==> src/rtl/uart_rx_fifo.sv <==
// Receive byte buffer behind the UART PHY: circular FIFO, sticky overflow and idle-timeout flag.
// Define UART_RX_FIFO_STATS_EN to add the saturating dropped-byte counter drop_cnt_o.
module uart_rx_fifo #(
  parameter int DEPTH_LOG2 = 4,
  parameter int IDLE_TICKS = 160
) (
  input  logic                  clk_i,
  input  logic                  rst_i,
  input  logic                  tick_i,
  input  logic                  rx_vd_i,
  input  logic [7:0]            rx_data_i,
  output logic                  m_valid_o,
  output logic [7:0]            m_data_o,
  input  logic                  m_ready_i,
  output logic [DEPTH_LOG2:0]   count_o,
  output logic                  full_o,
  output logic                  overflow_o,
  input  logic                  ovf_clr_i,
  output logic                  idle_o
`ifdef UART_RX_FIFO_STATS_EN
  ,
  output logic [15:0]           drop_cnt_o
`endif
);

  localparam int DEPTH = 1 << DEPTH_LOG2;
  localparam logic [DEPTH_LOG2:0] DEPTH_CNT = (DEPTH_LOG2+1)'(DEPTH);
  localparam logic [15:0] IDLE_LIM = 16'(IDLE_TICKS);

  logic [7:0]            mem [DEPTH];
  logic [DEPTH_LOG2-1:0] wptr, rptr;
  logic [DEPTH_LOG2:0]   count, count_nxt;
  logic [15:0]           idle_cnt;
  logic                  idle_q, ovf_q;
  logic                  rd, wr, drop;

  assign m_valid_o  = (count != '0);
  assign full_o     = (count == DEPTH_CNT);
  assign m_data_o   = mem[rptr];
  assign count_o    = count;
  assign overflow_o = ovf_q;
  assign idle_o     = idle_q;

  // A read frees a slot in the same cycle, so a full FIFO still accepts a write alongside it.
  assign rd   = m_valid_o & m_ready_i;
  assign wr   = rx_vd_i & (~full_o | rd);
  assign drop = rx_vd_i & full_o & ~rd;

  // NOTE: every always_comb output gets a default first so no latch is inferred.
  always_comb begin
    count_nxt = count;
    if (wr && !rd)      count_nxt = count + 1'b1;
    else if (rd && !wr) count_nxt = count - 1'b1;
  end

  // NOTE: storage has no reset; count_o gates validity, so stale contents are never observed.
  always_ff @(posedge clk_i) begin
    if (wr) mem[wptr] <= rx_data_i;
  end

  // NOTE: sequential state uses non-blocking assignments so all registers update together.
  always_ff @(posedge clk_i or posedge rst_i) begin
    if (rst_i) begin
      wptr  <= '0;
      rptr  <= '0;
      count <= '0;
      ovf_q <= 1'b0;
    end else begin
      if (wr) wptr <= wptr + 1'b1;
      if (rd) rptr <= rptr + 1'b1;
      count <= count_nxt;
      if (drop)           ovf_q <= 1'b1;
      else if (ovf_clr_i) ovf_q <= 1'b0;
    end
  end

  // Idle timer restarts on each accepted byte and stops counting once the flag is up.
  always_ff @(posedge clk_i or posedge rst_i) begin
    if (rst_i) begin
      idle_cnt <= '0;
      idle_q   <= 1'b0;
    end else if (wr || count_nxt == '0) begin
      idle_cnt <= '0;
      idle_q   <= 1'b0;
    end else begin
      if (idle_cnt == IDLE_LIM) idle_q <= 1'b1;
      if (tick_i && count != '0 && !idle_q && idle_cnt != IDLE_LIM)
        idle_cnt <= idle_cnt + 1'b1;
    end
  end

`ifdef UART_RX_FIFO_STATS_EN
  logic [15:0] drop_cnt;
  assign drop_cnt_o = drop_cnt;

  always_ff @(posedge clk_i or posedge rst_i) begin
    if (rst_i)                 drop_cnt <= '0;
    else if (drop && ovf_clr_i) drop_cnt <= 16'd1;
    else if (ovf_clr_i)        drop_cnt <= '0;
    else if (drop && drop_cnt != 16'hFFFF) drop_cnt <= drop_cnt + 1'b1;
  end
`else
  // Statistics counter not built.
`endif

endmodule

==> config.mk <==
export PLATFORM = sky130hd
export DESIGN_NAME = uart_rx_fifo
export DESIGN_NICKNAME = d
export VERILOG_FILES = /design/src/rtl/uart_rx_fifo.sv
export SDC_FILE = /design/constraint.sdc
export NUM_CORES = 1
export LEC_CHECK = 0
export ABC_AREA = 1
export BUFFER_PORTS_ARGS = -buffer_cell sky130_fd_sc_hd__buf_2
export CORE_ASPECT_RATIO = 0.5
export CORE_MARGIN = 5
export CORE_UTILIZATION = 65
export DETAILED_ROUTE_END_ITERATION = 10
export GPL_TIMING_DRIVEN = 1
export PLACE_DENSITY_LB_ADDON = 0.12
export SYNTH_ARGS = -nofsm -noshare
export SYNTH_HDL_FRONTEND = slang
export SYNTH_SLANG_ARGS = --single-unit
==> constraint.sdc <==
create_clock -name clk_i -period 4.85 [get_ports clk_i]
set_input_delay 0.485 -clock clk_i [delete_from_list [all_inputs] [get_ports clk_i]]
set_output_delay 0.485 -clock clk_i [all_outputs]
set_load 0.02 [all_outputs]
==> results of run 1 <==
cells by family (layout without fill, tap and decap cells):
| logic type | count (synthesis) | in the layout | share of synthesized area (%) |
|---|---|---|---|
| AO/OA/AOI/OAI | 108 | 108 | 8.87 |
| XOR/XNOR | 25 | 25 | 3.11 |
| multiplexers | 32 | 32 | 4.54 |
| flip-flops | 159 | 159 | 65.5 |
| adder cells (fa/ha/maj) | 10 | 10 | 1.77 |
| buffers and inverters | 93 | 134 | 5.25 |
| AND/OR/NAND/NOR | 157 | 157 | 10.9 |
per-layer routing:
metal | up-vias | wire [um] | GRT usage (%)
li1 | 2105 | - | -
met1 | 2123 | 6130 | 31.9
met2 | 171 | 6670 | 34.5
met3 | 25 | 1130 | 6.06
met4 | 0 | 204 | 7.81
met5 | - | 0 | 0
metrics by stage:
stage / setup WS [ns] / instance area [um2]
CTS: 1.80 / 7830
detailed placement: 2.26 / 7290
finish: 1.75 / 7830
global route: 1.57 / 7830
floorplan: 2.67 / 7050
global placement: 2.30 / 7290
where the power goes:
part	total [W]	internal (W)	switching (W)
Clock	0.00121	0.000663	0.000548
Combinational	0.00134	0.000470	0.000874
Sequential	0.00191	0.00165	0.000262
final timing paths:
check                      slack [ns]  cells after the start       start     endpoint
setup / recovery                 1.75                      6     rptr[0]  m_data_o[3]
hold / removal                   0.15                      3       rst_i      rptr[2]
setup reg to reg                 2.38                      9  count_o[0]    mem[3][2]
hold reg to reg                  0.55                      2      idle_o       idle_o
max in group asynchronous        4.37                      3       rst_i      rptr[0]
min in group clk_i               0.26                      2   ovf_clr_i   overflow_o
critical path: cells and delay by family (launching register included):
kind | cells | cell delay (ns)
simple gates | 1 | 0.11
buf+inv | 1 | 0.17
flops | 1 | 1.13
compound gates | 4 | 0.67
state kept, by name, summed over array words and instances, names as in the netlist:
signal	flops
overflow_o	1
count_o	5
wptr	4
rptr	4
idle_o	1
idle_cnt	16
mem	128
layout make-up:
type | count | area, um2 | area share (%)
Clock buffer | 18 | 429 | 5.48
Tap cell | 140 | 175 | 2.24
Inverter | 70 | 268 | 3.42
Timing Repair Buffer | 32 | 165 | 2.11
Multi-Input combinational cell | 332 | 2060 | 26.3
Sequential cell | 159 | 4620 | 59.0
Clock inverter | 14 | 110 | 1.41
cells in the final DEF, fill, tap and decap left out, drive strengths merged, types with 24 or more instances in the layout:
cell and n:
edfxtp 128, a21oi 32, nor2 56, o211ai 32, mux2i 32, dfrtp 31, nand3 34, inv 73
o21ai 42, buf 32, nand2 57, xor2 24
==> impl_metrics.toml, run 1 <==
[die]
start_util_pct = 67.7
die_area_um2 = 13200
fp.dieW_um = 157
die_height_um = 83.7
core_um2 = 10400
fp-row-count = 26
io_pins = 31

[global_route]
gr-total-overflow = 0
grt.total_usage_pct = 22.7
grt_max_degree = 100
grt_antenna_before_repair = 0
grt_pass1_vias = 4230
grt_pass1_wl_um = 22500

[critical_path]
cp-start-kind = "register"
cp_common_cell = "o211ai_1"
crit_type = "register to output port"
worstPathRequired_ns = 4.37
crit_chain = "a21oi_1 > o21ai_0 > o211ai_1 > o211ai_1 > nand2_1 > buf_2"
cp-end-kind = "output port"
cp_max_fo = 99
slowest_delay_ns = 1.13
cp_slowest_cell = "dfrtp_4"
arrival_ns = 2.61

[outcome]
status = "finished, final reports clean"

[synth]
synthTopCellsByCount = "128 x edfxtp_1, 66 x inv_1, 48 x nand2_1"
syn_avg_cell_area_um2 = 12.1
ys_types = 33
seq_area_frac_synth_pct = 65.5
synth_edf_count = 128
synth_warnings = 0
ys_async_sr_fraction_pct = 19.5
yosysTopAreaCell = "edfxtp_1"
ys_ff_latch = 159
netlist.area_leader.share_pct = 54.5
synth.most_common_cell = "edfxtp_1"
synth_fp_nets = 608
syn_area_um2 = 7050
synth_flop_cell = "edfxtp_1"
synthesis.instances = 584
synthTopCellsByArea = "edfxtp_1 55%, dfrtp_1 11%, mux2i_1 4.5%"

[run]
max_cap_violations = 0

[drt]
drt_pre_antenna_iters = 5
vias_per_cell = 5.78
wl_per_cell_um = 18.5
wl_um = 14100
drc = 0
ant_nets = 0
vias = 4424
drt_iter0_markers = 333

[timing]
relSlewSlack_pct = 21.5
setup_viol = 0
hold_slack_ns = 0.150
finalMaxSlewViolations = 0
worst_pin_slew_ns = 1.18
fmax_mhz = 323
finalHoldViolCount = 0
min_period_over_period_pct = 63.9
fin_tns_setup_ns = 0
rsz0062_at_grt = "no"
finClkSkew_ns = 0.0100
fin_crit_ns = 3.10

[placement]
dp_cells = 733
gp_congestion = 0.851
port_buffers = 30
place_hpwl_um = 8580

[pwr]
p_leak_nw = 3.04
ir_drop_uv = 359
p_total_w = 0.00446
power_density_nw_per_um2 = 570

[finish]
drive_gt1_share_pct = 14.7
final_core_utilization_pct = 75.2
diodes = 0
layout.nets = 636
instances_no_fill = 765
fillers = 680
syn_to_final_growth_pct = 11.1

[clocking]
clk_latency_ns = 0.42
cts.sinks = 159
cts.root.buffer_cell = "clkbuf_16"
cts_hold_buf = 0
htree_levels = 4
post_cts_buffers = 0
clk_pin_slew_ns = 0.06
numCtsBuffers = 17
cts-resized-gates = 0
clockBufferDepth = 2
cts_tree = "built"

[worst_hold_path]
hold_class = "input pin to asynchronous set/reset pin"
Power figures use the tool's default switching activity.
==> run 2: changes to the inputs <==
--- a/config.mk
+++ b/config.mk
@@ -9,7 +9,7 @@
 export BUFFER_PORTS_ARGS = -buffer_cell sky130_fd_sc_hd__buf_2
 export CORE_ASPECT_RATIO = 0.5
 export CORE_MARGIN = 5
-export CORE_UTILIZATION = 65
+export CORE_UTILIZATION = 55
 export DETAILED_ROUTE_END_ITERATION = 10
 export GPL_TIMING_DRIVEN = 1
 export PLACE_DENSITY_LB_ADDON = 0.12
==> constraint.sdc (replaced) <==
create_clock -name clk_i -period 2.55 [get_ports clk_i]
set_input_delay 0.255 -clock clk_i [delete_from_list [all_inputs] [get_ports clk_i]]
set_output_delay 0.255 -clock clk_i [all_outputs]
set_load 0.02 [all_outputs]
==> run 2 against run 1 <==
Via count is 1.8% higher. Global-route usage fell by 2.0 points. Clock power is 110% higher. Cell count grew 6.5%. Worst setup slack lost 1.6 ns. Critical endpoint is now m_data_o[4]. Sequential power up 76%. Count of clock-buffer cells in the layout decreased by 1.
==> impl_metrics.toml, run 2 (synthesized netlist as in run 1, its figures left out) <==
[outcome]
status = "finished, final reports clean"

[timing]
worst_pin_slew_ns = 0.631
fin_crit_ns = 2.44
setup_ws_ns = 0.109
rsz0062_at_grt = "yes"
finClkSkew_ns = 0.00875
finalHoldViolCount = 0
fmax_mhz = 410
min_period_over_period_pct = 95.7
finalMaxSlewViolations = 0
setup_viol = 0
relSlewSlack_pct = 57.8

[run]
max_cap_violations = 0

[finish]
largest_register_ff_count = 128
drive_gt1_share_pct = 17.7
syn_to_final_growth_pct = 15.2
layout.nets = 657
largest-register = "mem"
most-common-layout-cells = "128 x edfxtp_1, 65 x inv_1, 48 x nand2_1"
final_common_cell = "edfxtp_1"
diodes = 0
final_area_um2 = 8130

[placement]
gp_congestion = 0.875
post_dp_cell_area_um2 = 7510
dp_slack_ns = 0.382
place_hpwl_um = 9610
port_buffers = 30

[global_route]
gr-total-overflow = 0
grt_antenna_before_repair = 0
grt.total_usage_pct = 20.6
grt_max_degree = 35
grt_pass1_wl_um = 24200
grt_pass1_vias = 4429

[clocking]
clk_latency_ns = 0.42
htree_levels = 4
post_cts_buffers = 0
cts_tree = "built"
numCtsBuffers = 17
clk_pin_slew_ns = 0.07
cts.sinks = 159
cts.root.buffer_cell = "clkbuf_16"
clockBufferDepth = 2

[die]
fp-row-count = 29
fp.dieW_um = 170
start_util_pct = 56.0
core_um2 = 12600
io_pins = 31
die_height_um = 90.1
die_area_um2 = 15300

[drt]
drc = 0
ant_nets = 0
wl_um = 14800
vias_per_cell = 5.53
drt_pre_antenna_iters = 5
vias = 4504
wl_per_cell_um = 18.2
drt_iter0_markers = 309

[critical_path]
worstPathRequired_ns = 2.30
ff2ff_path_depth = 9
r2r_setup_slack_ns = 0.36
cp_max_fo = 20
crit_type = "register to output port"
cp-end-kind = "output port"
r2r-end = "mem[5][5]"
arrival_ns = 2.19
r2r_start = "count_o[0]"
cp-start-kind = "register"

[worst_hold_path]
hold_end = "overflow_o"
hold_start = "ovf_clr_i"
min_path_cells = 2
hold_class = "input pin to register"

[pwr]
p_leak_nw = 3.18
ir_drop_uv = 859
p_total_w = 0.00895
power_density_nw_per_um2 = 1100
[run 2: changes by cell type in the layout (fill, tap and decap cells not counted), sizes merged]
cell         previous run  this run
clkbuf                 18        17
clkinvlp                1         4
inv                    73        76
clkinv                 10         2
buf                    32        52
bufinv                  0         2
dlygate4sd3             0         1
[run 2: area by class of cell]
class / count / area (um2)
flip-flops and latches: 159 / 4620
multi-input cells: 332 / 2060
repair buffers: 53 / 358
well taps: 170 / 213
clock buffers: 17 / 425
inverters: 70 / 272
clock inverters: 14 / 174
fillers: 949 / 4460
[run 2: how the worst max path moves through the flow]
stage | from | endpoint | slack [ns]
finish | rptr[1] | m_data_o[4] | 0.11
global route | rptr[1] | m_data_o[3] | -0.002
CTS | rptr[0] | m_data_o[3] | 0.09
detailed placement | count_o[0] | mem[5][5] | 0.38
global placement | count_o[0] | mem[5][5] | 0.46
floorplan | count_o[0] | mem[11][0] | 0.37
[run 2: what timing repair did]
item,4_1_cts,5_1_grt
hold buffers,1,0
endpoints found under the setup margin,0,6
hold endpoints to repair,31,0
resized for setup,0,3
[run 2: per-layer routing]
layer	vias to the layer above	GRT usage, %	wire, um	share of wire (%)
met1	2180	29.6	6700	45
met2	159	30.7	6720	45
met5	-	0	0	0
li1	2151	-	-	-
met4	0	4.45	109	0.74
met3	14	7.19	1260	8.5
[run 2: critical path, stage by stage, from the launching register on]
cell	delay (ns)
dfrtp_1	0.39
clkinvlp_4	0.34
buf_12	0.29
o211ai_1	0.23
nand3_1	0.22
nand2_1	0.11
buf_2	0.16
[run 2: per-stage QoR]
stage / TNS (ns) / hold WS [ns] / std cells / utilization (%)
floorplan: 0 / 0.354 / 584 / -
global placement: 0 / 0.359 / 783 / 59.6
detailed placement: 0 / 0.364 / 783 / 59.6
CTS: 0 / 0.0182 / 815 / 64.5
global route: -0.00243 / 0.0327 / 815 / 64.5
finish: 0 / 0.0417 / 815 / 64.5
[run 2: power by group]
group	internal, W	switching, W	total, W
Clock	0.00148	0.00111	0.00259
Sequential	0.00313	0.000241	0.00337
Combinational	0.00102	0.00197	0.00299
